--- config.mk ---
export PLATFORM = sky130hd
export DESIGN_NAME = mult32x32_ctrl
export DESIGN_NICKNAME = d
export VERILOG_FILES = /design/src/rtl/mult32x32_ctrl.sv
export SDC_FILE = /design/constraint.sdc
export NUM_CORES = 1
export LEC_CHECK = 0
export CORE_UTILIZATION = 43
export DETAILED_ROUTE_END_ITERATION = 7
export PLACE_DENSITY = 0.85
export SLEW_MARGIN = 20
export SYNTH_ARGS = -nofsm -noshare
export SYNTH_HDL_FRONTEND = slang
export SYNTH_SLANG_ARGS = --single-unit
export TNS_END_PERCENT = 30
--- constraint.sdc ---
create_clock -name clk -period 5.44 [get_ports clk]
set_clock_uncertainty 0.05 [all_clocks]
set_input_delay 1.36 -clock clk [delete_from_list [all_inputs] [get_ports clk]]
set_output_delay 1.36 -clock clk [all_outputs]
set_load 0.005 [all_outputs]
--- src/rtl/mult32x32_ctrl.sv ---
// Control sequencer for the 32x32 arithmetic unit (mult32x32_arith).
// Latches A/B on start, then walks the eight byte(A) x halfword(B) partial products
// with Moore-decoded select/update/clear controls, and pulses done when the product is final.
// Optional feature: define MULT_SKIP_ZERO_EN to skip steps whose partial product is zero.
module mult32x32_ctrl (
  input  logic        clk,
  input  logic        reset,
  input  logic        start,
  input  logic [31:0] a,
  input  logic [31:0] b,
  output logic        busy,
  output logic        done,
  output logic [31:0] a_op,
  output logic [31:0] b_op,
  output logic [1:0]  a_sel,
  output logic        b_sel,
  output logic [2:0]  shift_sel,
  output logic        upd_prod,
  output logic        clr_prod
);

  localparam logic [1:0] StIdle = 2'd0;
  localparam logic [1:0] StClr  = 2'd1;
  localparam logic [1:0] StStep = 2'd2;
  localparam logic [1:0] StDone = 2'd3;

  logic [1:0]  state_q, state_d;
  logic [2:0]  k_q, k_d;
  logic [31:0] a_op_q, a_op_d;
  logic [31:0] b_op_q, b_op_d;

`ifdef MULT_SKIP_ZERO_EN
  logic [7:0] nz;
  logic       nxt_found;
  logic [2:0] nxt_k;

  // Mark the step indices whose byte/halfword pair are both non-zero.
  always_comb begin
    nz = '0;
    for (int i = 0; i < 8; i++) begin
      nz[i] = (a_op_q[8*(i%4) +: 8] != 8'd0) && (b_op_q[16*(i/4) +: 16] != 16'd0);
    end
  end

  // Find the lowest useful index: any index from CLR, strictly above k from STEP.
  always_comb begin
    nxt_found = 1'b0;
    nxt_k     = 3'd0;
    for (int i = 7; i >= 0; i--) begin
      if (nz[i] && ((state_q == StClr) || (i > int'(k_q)))) begin
        nxt_found = 1'b1;
        nxt_k     = 3'(i);
      end
    end
  end
`endif

  // Next-state logic for the sequencer and the operand latches.
  always_comb begin
    state_d = state_q;
    k_d     = k_q;
    a_op_d  = a_op_q;
    b_op_d  = b_op_q;
    case (state_q)
      StIdle: begin
        if (start) begin
          a_op_d  = a;
          b_op_d  = b;
          state_d = StClr;
        end
      end
      StClr: begin
`ifdef MULT_SKIP_ZERO_EN
        k_d     = nxt_k;
        state_d = nxt_found ? StStep : StDone;
`else
        k_d     = 3'd0;
        state_d = StStep;
`endif
      end
      StStep: begin
`ifdef MULT_SKIP_ZERO_EN
        if (nxt_found) begin
          k_d = nxt_k;
        end else begin
          state_d = StDone;
        end
`else
        if (k_q == 3'd7) begin
          state_d = StDone;
        end else begin
          k_d = k_q + 3'd1;
        end
`endif
      end
      StDone: begin
        state_d = StIdle;
        k_d     = 3'd0;
      end
      default: begin
        state_d = StIdle;
        k_d     = 3'd0;
      end
    endcase
  end

  // State, step counter and operand registers.
  always_ff @(posedge clk or posedge reset) begin
    if (reset) begin
      state_q <= StIdle;
      k_q     <= 3'd0;
      a_op_q  <= 32'd0;
      b_op_q  <= 32'd0;
    end else begin
      state_q <= state_d;
      k_q     <= k_d;
      a_op_q  <= a_op_d;
      b_op_q  <= b_op_d;
    end
  end

  // Moore output decode; selects are forced to zero outside STEP.
  always_comb begin
    busy      = (state_q != StIdle);
    done      = (state_q == StDone);
    clr_prod  = (state_q == StClr);
    upd_prod  = (state_q == StStep);
    a_sel     = 2'd0;
    b_sel     = 1'b0;
    shift_sel = 3'd0;
    if (state_q == StStep) begin
      a_sel     = k_q[1:0];
      b_sel     = k_q[2];
      // Byte offset of the partial product: A byte + 2 * B half, range 0..5.
      shift_sel = {1'b0, k_q[1:0]} + {1'b0, k_q[2], 1'b0};
    end
  end

  assign a_op = a_op_q;
  assign b_op = b_op_q;

endmodule

**After elaboration in Yosys (flattened, before gate mapping)**

Cells that the tools add are included.

- Add/sub/neg operators: 2
- Reduce and logical (&&, ||, !) cells: 7
- Muxes and demuxes: 8
- Equal/unequal tests: 7

Operator list:

| cell | number |
|---|---|
| case mux 2 bit (4 select lines) | 1 |
| two-way mux 2 bit | 3 |
| two-way mux 3 bit | 2 |
| case mux 3 bit (2 select lines) | 1 |
| AND reduction 2 bit | 3 |
| == test 2 bit, second input constant | 2 |
| inequality test 2 bit, second input constant | 2 |
| nonzero test 2 bit | 2 |
| adder 2 x 2 -> 3 bit | 1 |
| adder 3 x 1 -> 3 bit, second input constant | 1 |
| == test 3 bit, second input constant | 1 |
| == test 2 x 1 -> 1 bit, second input constant | 1 |
| logical NOT 2 bit | 1 |
| inequality test 2 x 1 -> 1 bit, second input constant | 1 |
| OR reduction 2 bit | 1 |
| two-way mux 1 bit | 1 |

- Logic and storage cells: 28
- Output and inout port bits: 74
- Register bits after elaboration: 69
- Bits of input ports: 67

**Depth between registers and ports, before layout**

- Depth in word-level cells: 4
- Depth in mapped cells: 6
- Depth with buffers taken out: 5

**Worst setup path before layout**

No wires, ideal clock.

- Path type: register to output
- Start point: reg state_q[0]
- End point: out shift_sel[0]
- Arrival time: 1,126 ps
- Stages on the path, launching flop included: 6
- Setup slack: 2,904 ps
- Buffers on the path: 2
- Required time: 4,030 ps
- Cell sequence: dfrtp_1 -> inv_1 -> ha_1 -> buf_6 -> and2_1 -> buf_4

- Longest elaborated chain between the ends: 2

Ends and longest elaborated chain:

| element | RTL line | RTL |
|---|---|---|
| from (decl) | 27 | `logic [1:0] state_q, state_d;` |
| from (signal assigned) | 110 | `state_q <= StIdle;` |
| from (signal assigned) | 115 | `state_q <= state_d;` |
| == test 2 bit | n/a |  |
| named net upd_prod | 18 | `output logic upd_prod,` |
| two-way mux 3 bit | 131 | `if (state_q == StStep) begin` |
| to (decl) | 17 | `output logic [2:0] shift_sel,` |

The timed path passes the listed nets, and every way through them passes these cells.

**Final worst setup path**

- Start point: reg state_q[0]
- End point: out a_sel[0]

- Longest elaborated chain between the ends: 2

Ends and longest elaborated chain:

| element | RTL line | RTL |
|---|---|---|
| == test 2 bit | 131 |  |
| two-way mux 2 bit | 131 |  |
| to (decl) | 15 | `output logic [1:0] a_sel,` |

Every way passes these cells.

==> metrics.md <==
| Metric | Value |
|---|---|
| Initial Utilization | `between 40% and 50%` |
| Fillers | `441` |
| Final wirelength | `6009 µm` |
| Worst min-delay path category | `reg2reg` |
| Synth area leaders | `dfrtp_1 61%, mux2_2 24%, mux2_4 3.7%, ha_1 3.5%, clkbuf_8 2.9%` |
| Post-Layout Inst Area | `4477 µm²` |
| Dpl cells | `around 380` |
| Cts hold-fix bufs | `0` |
| Power per cell area | `~570 nW/µm²` |
| Largest net degree at the start of global routing | `65` |
| Worst rel slew slack | `slightly below 40%` |
| CTS tree | `yes` |
| First-pass GRT wire length | `9777 µm` |
| Vias in the first global route | `2012` |
| Most area-hungry cell type in the Yosys netlist | `dfrtp_1` |
| TNS Setup | `0 ns` |
| WL per Instance | `around 15 µm` |
| I/O pins | `141` |
| Area Growth Syn to Fin | `57.97%` |
| Total Power | `~2.6 mW` |
| Core area | `~6300 µm²` |
| Worst setup SP type | `flip-flop` |
| Die Area | `between 6000 and 7000 µm²` |
| Final WS setup | `2.029 ns` |
| N_diodes | `0` |
| Clock sink count | `approximately 70` |
| DR iter-0 viols | `49` |
| Vias | `roughly 1900` |
| FF-to-FF Start | `state_q[0]$_DFFE_PP0P_` |
| # DRC | `0` |
| Flop-to-flop setup slack | `around 3.4 ns` |
| Nets | `between 300 and 400` |
| Die height | `a little over 80 µm` |
| Synth Net Count | `about 250` |
| CP arrival | `about 2 ns` |
| Max Cap Viol | `0` |
| Setup crit end kind | `output port` |
| Kind of critical path | `reg2out` |
| Worst Setup EP | `a_sel[0]` |
| CP required | `4.03 ns` |
| CTS Buffer Depth | `2` |
| Later-pin clock latency in the skew report | `approximately 0.33 ns` |
| Sequential fraction of the synthesis area | `between 60% and 70%` |
| FMAX | `approximately 290 MHz` |
| Layout cells sized above 1 | `a little over a quarter` |
| Antenna-violating nets left | `0` |
| Vias per cell | `between 4 and 5` |
| HPWL Detailed | `between 4000 and 5000 µm` |
| Final setup violation count | `0` |
| Overall routing resource usage | `a little under a fifth` |
| Post-CTS setup buffers | `0` |
| Post-synthesis sequential element count | `69` |
| Peak supply drop | `about 0.4 mV` |
| CTS resizes | `0` |
| Non-Filler Instances | `about 400` |
| Pre-CTS setup slack | `roughly 2.3 ns` |
| Root buf cell | `clkbuf_8` |
| Tightest Pin Transition | `roughly 0.9 ns` |
| Worst r2r dst | `a_op[9]$_DFFE_PP0P_` |
| Yosys cell types | `19` |
| Final Cycle Share | `62.70%` |
| Crit path time final | `around 3.4 ns` |
| Yosys top cell area share | `approximately three fifths` |
| Port bufs | `140` |
| Crit path max fanout | `11` |
| CP startpoint | `state_q[0]$_DFFE_PP0P_` |
| Status | `finished clean` |
| YS warnings | `0` |
| Clk pin slew, worst setup/hold paths | `approximately 0.060 ns` |
| Placed cell area | `4238 µm²` |
| Site Rows | `29` |
| Mapped Area | `about 2800 µm²` |
| GPL Wtd Cong | `roughly 0.73` |
| Mapped Avg Cell Area | `around 16 µm²` |
| Worst reg2reg path depth | `4` |
| Number of CTS-inserted buffers | `9` |
| Number of hold violations in the final report | `0` |
| Number of max-slew violations in the final report | `0` |
| Syn Inst Count | `between 150 and 200` |
| Initial antenna violation count | `0` |
| Die Wd | `83.18 µm` |
| First-pass iteration count of the detailed router | `4` |
| Remaining Overflow, GRT | `0` |
| Max H-tree Level | `3` |
| P_leak | `1.929 nW` |
| RSZ-0062 raised after global routing | `false` |
[layout make-up]
cell class	count	area (µm²)	share of cell area, %
Clock inverter	6	111.4	2.487
Clock buffer	10	127.6	2.851
Sequential cell	69	1727	38.57
Timing Repair Buffer	141	1409	31.47
Multi-Input combinational cell	92	991.0	22.14
Tap cell	77	96.34	2.152
Inverter	4	15.01	0.3354
[sequential cells by signal, indices dropped and copies added, names as in the netlist]
register	cells
a_op	32
b_op	32
k_q	3
state_q	2
[cells in the mapped netlist]
| cell | n |
|---|---|
| a21oi_1 | 1 |
| a31oi_1 | 1 |
| a32o_1 | 1 |
| and2_1 | 5 |
| and2b_1 | 1 |
| buf_4 | 1 |
| buf_6 | 1 |
| clkbuf_8 | 6 |
| dfrtp_1 | 69 |
| ha_1 | 8 |
| inv_1 | 4 |
| mux2_2 | 60 |
| mux2_4 | 7 |
| nand2_1 | 1 |
| nand2_4 | 1 |
| nand3b_1 | 1 |
| nor2_1 | 3 |
| nor2b_1 | 1 |
| o32a_1 | 1 |
[logic make-up after synthesis]
logic type,synth area share (%)
flops,60.93
mux,27.55
simple gates,2.782
buf+inv,4.106
fa+ha+maj,3.532
compound gates,1.104
[per-layer routing]
layer | share of wire [%] | wire [µm] | track usage [%]
met1 | 42 | 2505 | 22.43
met3 | 7.1 | 428 | 6.163
met4 | 2.9 | 173 | 8.777
met2 | 48 | 2902 | 28.84
met5 | 0 | 0 | 0
[report_power, final]
group | switching [mW] | total, mW | internal [mW]
combinational | 0.340 | 1.14 | 0.803
clock | 0.196 | 0.501 | 0.305
sequential | 0.141 | 0.917 | 0.776
[critical path, cell delays in order (launching register included)]
cell and delay, ns:
dfrtp_1 0.43, inv_1 0.13, ha_1 0.38, and2_1 0.22, clkdlybuf4s50_1 0.51
[through the flow]
step | hold slack (ns) | utilization, %
2_1_floorplan | 0.4541 | -
3_3_place_gp | 0.4363 | 66.74
3_5_place_dp | 0.4421 | 66.74
4_1_cts | 0.4600 | 70.50
5_1_grt | 0.4638 | 70.50
6_report | 0.4534 | 70.50
[how the worst min path moves through the flow]
stage / cells after the start / end / start / slack, ns
2_1_floorplan: 1 / a_op[27]$_DFFE_PP0P_ / a_op[27]$_DFFE_PP0P_ / 0.45
3_3_place_gp: 1 / b_op[15]$_DFFE_PP0P_ / b_op[15]$_DFFE_PP0P_ / 0.44
3_5_place_dp: 1 / b_op[0]$_DFFE_PP0P_ / b_op[0]$_DFFE_PP0P_ / 0.44
4_1_cts: 1 / b_op[12]$_DFFE_PP0P_ / b_op[12]$_DFFE_PP0P_ / 0.46
5_1_grt: 1 / b_op[6]$_DFFE_PP0P_ / b_op[6]$_DFFE_PP0P_ / 0.46
6_report: 1 / b_op[12]$_DFFE_PP0P_ / b_op[12]$_DFFE_PP0P_ / 0.45
[cell usage in the layout (no fill, tap or decap), drive strengths merged]
| cell | netlist | layout |
|---|---|---|
| bufinv | 0 | 3 |
| buf | 2 | 1 |
| o32a | 1 | 1 |
| nand3b | 1 | 1 |
| a31oi | 1 | 1 |
| mux2 | 67 | 67 |
| and2b | 1 | 1 |
| inv | 4 | 4 |
| and2 | 5 | 5 |
| a32o | 1 | 1 |
| dfrtp | 69 | 69 |
| a21oi | 1 | 1 |
| clkdlybuf4s50 | 0 | 140 |
| clkinv | 0 | 2 |
| nand2 | 2 | 2 |
| clkbuf | 6 | 10 |
| nor2 | 3 | 3 |
| clkinvlp | 0 | 1 |
| ha | 8 | 8 |
| nor2b | 1 | 1 |
Power figures use the tool's default switching activity.
